File: src/rtl/rr_dec_arbiter.sv
// rr_dec_arbiter: round-robin owner of a 2-to-4 decoder's select/enable pair.
// Four level requesters share the decoder. An owner keeps it until it signals
// done or drops its request. A one-cycle dead gap separates successive owners.
// Optional hold-time limit with forced release is enabled by defining
// RR_ARB_TIMEOUT_EN; without it, timeout is tied low and HOLD_MAX is ignored.
module rr_dec_arbiter #(
    parameter int HOLD_MAX = 8
) (
    input  logic       clk,
    input  logic       rst_n,
    input  logic [3:0] req,
    input  logic       done,
    output logic [1:0] s,
    output logic       e,
    output logic [3:0] gnt,
    output logic       busy,
    output logic       timeout
);

    typedef enum logic [1:0] {
        IDLE  = 2'd0,
        GRANT = 2'd1,
        GAP   = 2'd2
    } state_t;

    // The hold counter is 8 bits wide, so only 1..255 is meaningful.
    if ((HOLD_MAX < 1) || (HOLD_MAX > 255)) begin : g_bad_hold_max
        $error("rr_dec_arbiter: HOLD_MAX must be in 1..255");
    end

    state_t     state_reg;
    logic [1:0] s_reg;
    logic       e_reg;
    logic       busy_reg;
    logic [1:0] ptr_reg;

    logic       win_valid;
    logic [1:0] win_idx;
    logic       user_release;
    logic       force_release;

`ifdef RR_ARB_TIMEOUT_EN
    localparam logic [7:0] HOLD_LIMIT = 8'(HOLD_MAX);
    logic [7:0] hold_cnt_reg;
    logic       timeout_reg;
`endif

    // Round-robin search: the lowest offset from ptr with a request set wins.
    always_comb begin
        win_valid = 1'b0;
        win_idx   = ptr_reg;
        for (int k = 3; k >= 0; k--) begin
            if (req[ptr_reg + 2'(k)]) begin
                win_valid = 1'b1;
                win_idx   = ptr_reg + 2'(k);
            end
        end
    end

    // Release causes while granted; done/withdrawal override the hold limit.
    always_comb begin
        user_release = done || !req[s_reg];
`ifdef RR_ARB_TIMEOUT_EN
        force_release = !user_release && (hold_cnt_reg == HOLD_LIMIT);
`else
        force_release = 1'b0;
`endif
    end

    // Ownership FSM with registered decoder select/enable and status flags.
    always_ff @(posedge clk or negedge rst_n) begin
        if (!rst_n) begin
            state_reg    <= IDLE;
            s_reg        <= 2'd0;
            e_reg        <= 1'b0;
            busy_reg     <= 1'b0;
            ptr_reg      <= 2'd0;
`ifdef RR_ARB_TIMEOUT_EN
            hold_cnt_reg <= 8'd0;
            timeout_reg  <= 1'b0;
`endif
        end else begin
`ifdef RR_ARB_TIMEOUT_EN
            // The timeout pulse lives only for the gap cycle after a forced release.
            timeout_reg <= 1'b0;
`endif
            case (state_reg)
                IDLE, GAP: begin
                    if (win_valid) begin
                        state_reg    <= GRANT;
                        s_reg        <= win_idx;
                        e_reg        <= 1'b1;
                        busy_reg     <= 1'b1;
`ifdef RR_ARB_TIMEOUT_EN
                        hold_cnt_reg <= 8'd1;
`endif
                    end else begin
                        state_reg <= IDLE;
                    end
                end
                GRANT: begin
                    if (user_release || force_release) begin
                        state_reg   <= GAP;
                        e_reg       <= 1'b0;
                        busy_reg    <= 1'b0;
                        ptr_reg     <= s_reg + 2'd1;
`ifdef RR_ARB_TIMEOUT_EN
                        timeout_reg <= force_release;
`endif
                    end
`ifdef RR_ARB_TIMEOUT_EN
                    else begin
                        hold_cnt_reg <= hold_cnt_reg + 8'd1;
                    end
`endif
                end
                default: begin
                    state_reg <= IDLE;
                    e_reg     <= 1'b0;
                    busy_reg  <= 1'b0;
                end
            endcase
        end
    end

    // Decoded one-hot grant straight from the registered select/enable.
    for (genvar gi = 0; gi < 4; gi++) begin : g_gnt
        assign gnt[gi] = e_reg && (s_reg == 2'(gi));
    end

    assign s    = s_reg;
    assign e    = e_reg;
    assign busy = busy_reg;

`ifdef RR_ARB_TIMEOUT_EN
    assign timeout = timeout_reg;
`else
    assign timeout = 1'b0;
`endif

endmodule
File: config.mk
export PLATFORM = sky130hd
export DESIGN_NAME = rr_dec_arbiter
export DESIGN_NICKNAME = d
export VERILOG_FILES = /design/src/rtl/rr_dec_arbiter.sv
export SDC_FILE = /design/constraint.sdc
export NUM_CORES = 1
export LEC_CHECK = 0
export CAP_MARGIN = 10
export CORE_AREA = 2 2 39 41
export CTS_CLUSTER_SIZE = 40
export DETAILED_ROUTE_END_ITERATION = 8
export DIE_AREA = 0 0 41 43
export PLACE_DENSITY_LB_ADDON = 0.2
export SLEW_MARGIN = 20
export SYNTH_ARGS = -nofsm -noshare
export SYNTH_HDL_FRONTEND = slang
export SYNTH_SLANG_ARGS = --single-unit
File: constraint.sdc
create_clock -name clk -period 4 [get_ports clk]
set_clock_uncertainty 0.2 [all_clocks]
set_input_delay 0.8 -clock clk [delete_from_list [all_inputs] [get_ports clk]]
set_output_delay 0.8 -clock clk [all_outputs]
set_load 0.01 [all_outputs]
==> run summary, run 1 <==
Slew HR -> 0.671
fin. max-slew vios -> 0
Syn Nets -> 63
dpl cells -> 80
root buffer cell -> clkbuf_4
Avg WL per Cell -> 11.4 um
Die Span Y -> 43 um
diode count -> 0
Die X -> 41 um
die area -> 0.00176 mm^2
Filler Cell Count -> 133
post-CTS resize count -> 0
I/O pin cnt -> 16
GR Util All Layers -> 0.144
drt total wl -> 955 um
antenna viol nets, final -> 0
Critical Path RT -> 3000 ps
outcome -> complete, no violations
Port Buf Inserts -> 14
crit-path max FO -> 8
Post-Syn Area -> 513 um^2
Placer Congestion -> 0.894
most frequent cells in the layout -> clkdlybuf4s50_1, dfrtp_1, inv_1
nets@finish -> 80
FF+latch count, synth -> 7
CTS Hold Bufs -> 0
vias in the first global route -> 373
area grow syn2layout -> 33.7%
grt ovf -> 0
vias post-DR -> 410
ratio of cells with drive above 1 in the final layout -> 0.132
worst min path class -> reg2reg
CP startpoint kind -> register
CTS Sinks -> 7
First-pass DRT Iterations -> 4
slew at the pin with the worst max-slew slack -> 481 ps
total CTS buffers -> 3
VDD IR max -> 0.393 mV
first-pass GRT wire length -> 1650 um
unrepaired setup endpoints after global routing -> false
Max stage delay on crit path -> 510 ps
CTS max path bufs -> 2
Tcrit/Tclk final -> 0.665
Yosys cell types -> 24
CP max-delay cell -> dfrtp_1
P_leak -> 0.300 nW
Post-Synthesis Cells -> 52
pwr dens -> 695 mW/mm^2
core box area -> 0.00138 mm^2
Clock Latency Late Sink -> 250 ps
Final setup violation count -> 0
setup_tns -> 0 ps
H-tree depth -> 1
DRC -> 0
Crit. End Element -> output pin
initial antenna violation count -> 0
Crit Path Category -> reg2out
register area share after synthesis -> 0.341
Post CTS Setup Buffer Count -> 0
Initial Util -> 0.371
Non-Filler Instances -> 84
DR iter-0 viols -> 2
worst path arrival time -> 1660 ps
Clk pin slew, worst setup/hold paths -> 50 ps
synthesized area per cell -> 9.87 um^2
post-detail-place hpwl -> 769 um
Via-to-Cell Ratio -> 4.88
final hold vios -> 0
largest net degree at the start of global routing -> 9
CP cell instances -> inv_1, ha_1, and2_1, clkdlybuf4s50_1
Achievable Freq -> 376 MHz
fin crit period -> 2660 ps
commonest non-fill, non-tap cell in the layout -> clkdlybuf4s50_1
max_cap viols -> 0
Site Rows -> 14
Yosys warning total -> 0
CTS tree -> done
## Yosys cell counts
| library cell | instances | area share |
|---|---|---|
| dfrtp_1 | 7 | 0.34 |
| inv_1 | 5 | 0.037 |
| and2_1 | 4 | 0.049 |
| ha_1 | 4 | 0.098 |
| nor2b_1 | 4 | 0.049 |
| o21ai_0 | 4 | 0.039 |
| nor2_1 | 3 | 0.022 |
| buf_4 | 2 | 0.029 |
| mux2_4 | 2 | 0.059 |
| nand2b_1 | 2 | 0.024 |
| o31ai_1 | 2 | 0.029 |
| a2111oi_0 | 1 | 0.017 |
| a21o_1 | 1 | 0.015 |
| a21oi_1 | 1 | 0.0097 |
| a221oi_4 | 1 | 0.051 |
| a22oi_1 | 1 | 0.015 |
| a32o_1 | 1 | 0.020 |
| conb_1 | 1 | 0.0073 |
| mux2_2 | 1 | 0.022 |
| mux2i_1 | 1 | 0.020 |
| nor3_1 | 1 | 0.0097 |
| nor3b_1 | 1 | 0.015 |
| nor4_1 | 1 | 0.012 |
| or2_2 | 1 | 0.012 |
## per-stage QoR
step	setup WS, ps	instance area, um^2	total power, mW	utilization	hold slack, ps
floorplan	1970	513	0.313	-	224
global placement	1420	658	0.419	0.476	267
detailed placement	1410	658	0.418	0.476	244
CTS	1310	686	0.485	0.495	269
global route	1190	686	0.532	0.495	281
finish	1340	686	0.477	0.495	275
## path summary, 6_finish.rpt
check                           cells after the start    endpoint  slack, ps          from
worst max-delay path                                4      gnt[0]       1340          s[0]
worst min-delay path                                1        busy        270  state_reg[1]
worst max register to register                      3  ptr_reg[1]       2150          s[0]
worst min register to register                      1        busy        270  state_reg[1]
max in group asynchronous                           1        s[0]       2780         rst_n
min in group asynchronous                           1  ptr_reg[1]        600         rst_n
## layer usage
| layer | share of wire | GRT usage |
|---|---|---|
| met5 | 0 | 0 |
| met2 | 0.45 | 0.197 |
| met4 | 0 | 0.0200 |
| met3 | 0.082 | 0.0942 |
| met1 | 0.47 | 0.192 |
## area by class of cell
cell class	instances	area [um^2]	area share
clock buffer	3	22.5	0.0328
clock inverter	1	5.00	0.00730
inverter	5	18.8	0.0274
multi-input combinational	38	304	0.443
sequential	7	175	0.255
tap	16	20.0	0.0292
timing repair buffer	14	140	0.204
## worst max-delay path: cells and delay by family (launching register included)
kind | cells | cell delay [ps]
and+or+nand+nor | 1 | 130
adders and majority gates | 1 | 200
buffers and inverters | 2 | 580
DFF | 1 | 510
## where the power goes
part / leakage [nW] / switching (mW) / internal (mW) / total [mW]
Clock: 0.0177 / 0.0276 / 0.0366 / 0.0641
Combinational: 0.199 / 0.105 / 0.151 / 0.256
Sequential: 0.0835 / 0.0497 / 0.107 / 0.157
Total: 0.300 / 0.182 / 0.295 / 0.477
## cell families after synthesis
kind of cell	after synthesis	synth area share
DFF	7	0.341
other	1	0.00731
adders and majority gates	4	0.0976
and+or+nand+nor	17	0.193
AOI/OAI and AO/OA	12	0.195
muxes	4	0.100
buffers and inverters	7	0.0658
Power figures use the tool's default switching activity.
==> run 2, diff against run 1 <==
==> constraint.sdc (replaced) <==
create_clock -name clk -period 2.6 [get_ports clk]
set_clock_uncertainty 0.2 [all_clocks]
set_input_delay 0.52 -clock clk [delete_from_list [all_inputs] [get_ports clk]]
set_output_delay 0.52 -clock clk [all_outputs]
set_load 0.01 [all_outputs]
==> results of run 2 <==
Same layout as run 1 (identical final DEF). Status: complete, no violations.
Among the figures that moved: setup slack after placement 1410 ps -> 290 ps; setup slack after layout 1340 ps -> 219 ps; register-to-register setup slack 2150 ps -> 750 ps; total power 0.477 mW -> 0.733 mW; worst IR drop on VDD 0.393 mV -> 0.605 mV
==> run 3, diff against run 2 <==
--- a/config.mk
+++ b/config.mk
@@ -15,3 +15,4 @@
 export SYNTH_ARGS = -nofsm -noshare
 export SYNTH_HDL_FRONTEND = slang
 export SYNTH_SLANG_ARGS = --single-unit
+export TNS_END_PERCENT = 1
==> results of run 3 <==
Same layout as run 1 (identical final DEF). Status: complete, no violations.
Among the figures that moved: setup slack after placement 1410 ps -> 290 ps; setup slack after layout 1340 ps -> 219 ps; register-to-register setup slack 2150 ps -> 750 ps; total power 0.477 mW -> 0.733 mW; worst IR drop on VDD 0.393 mV -> 0.605 mV
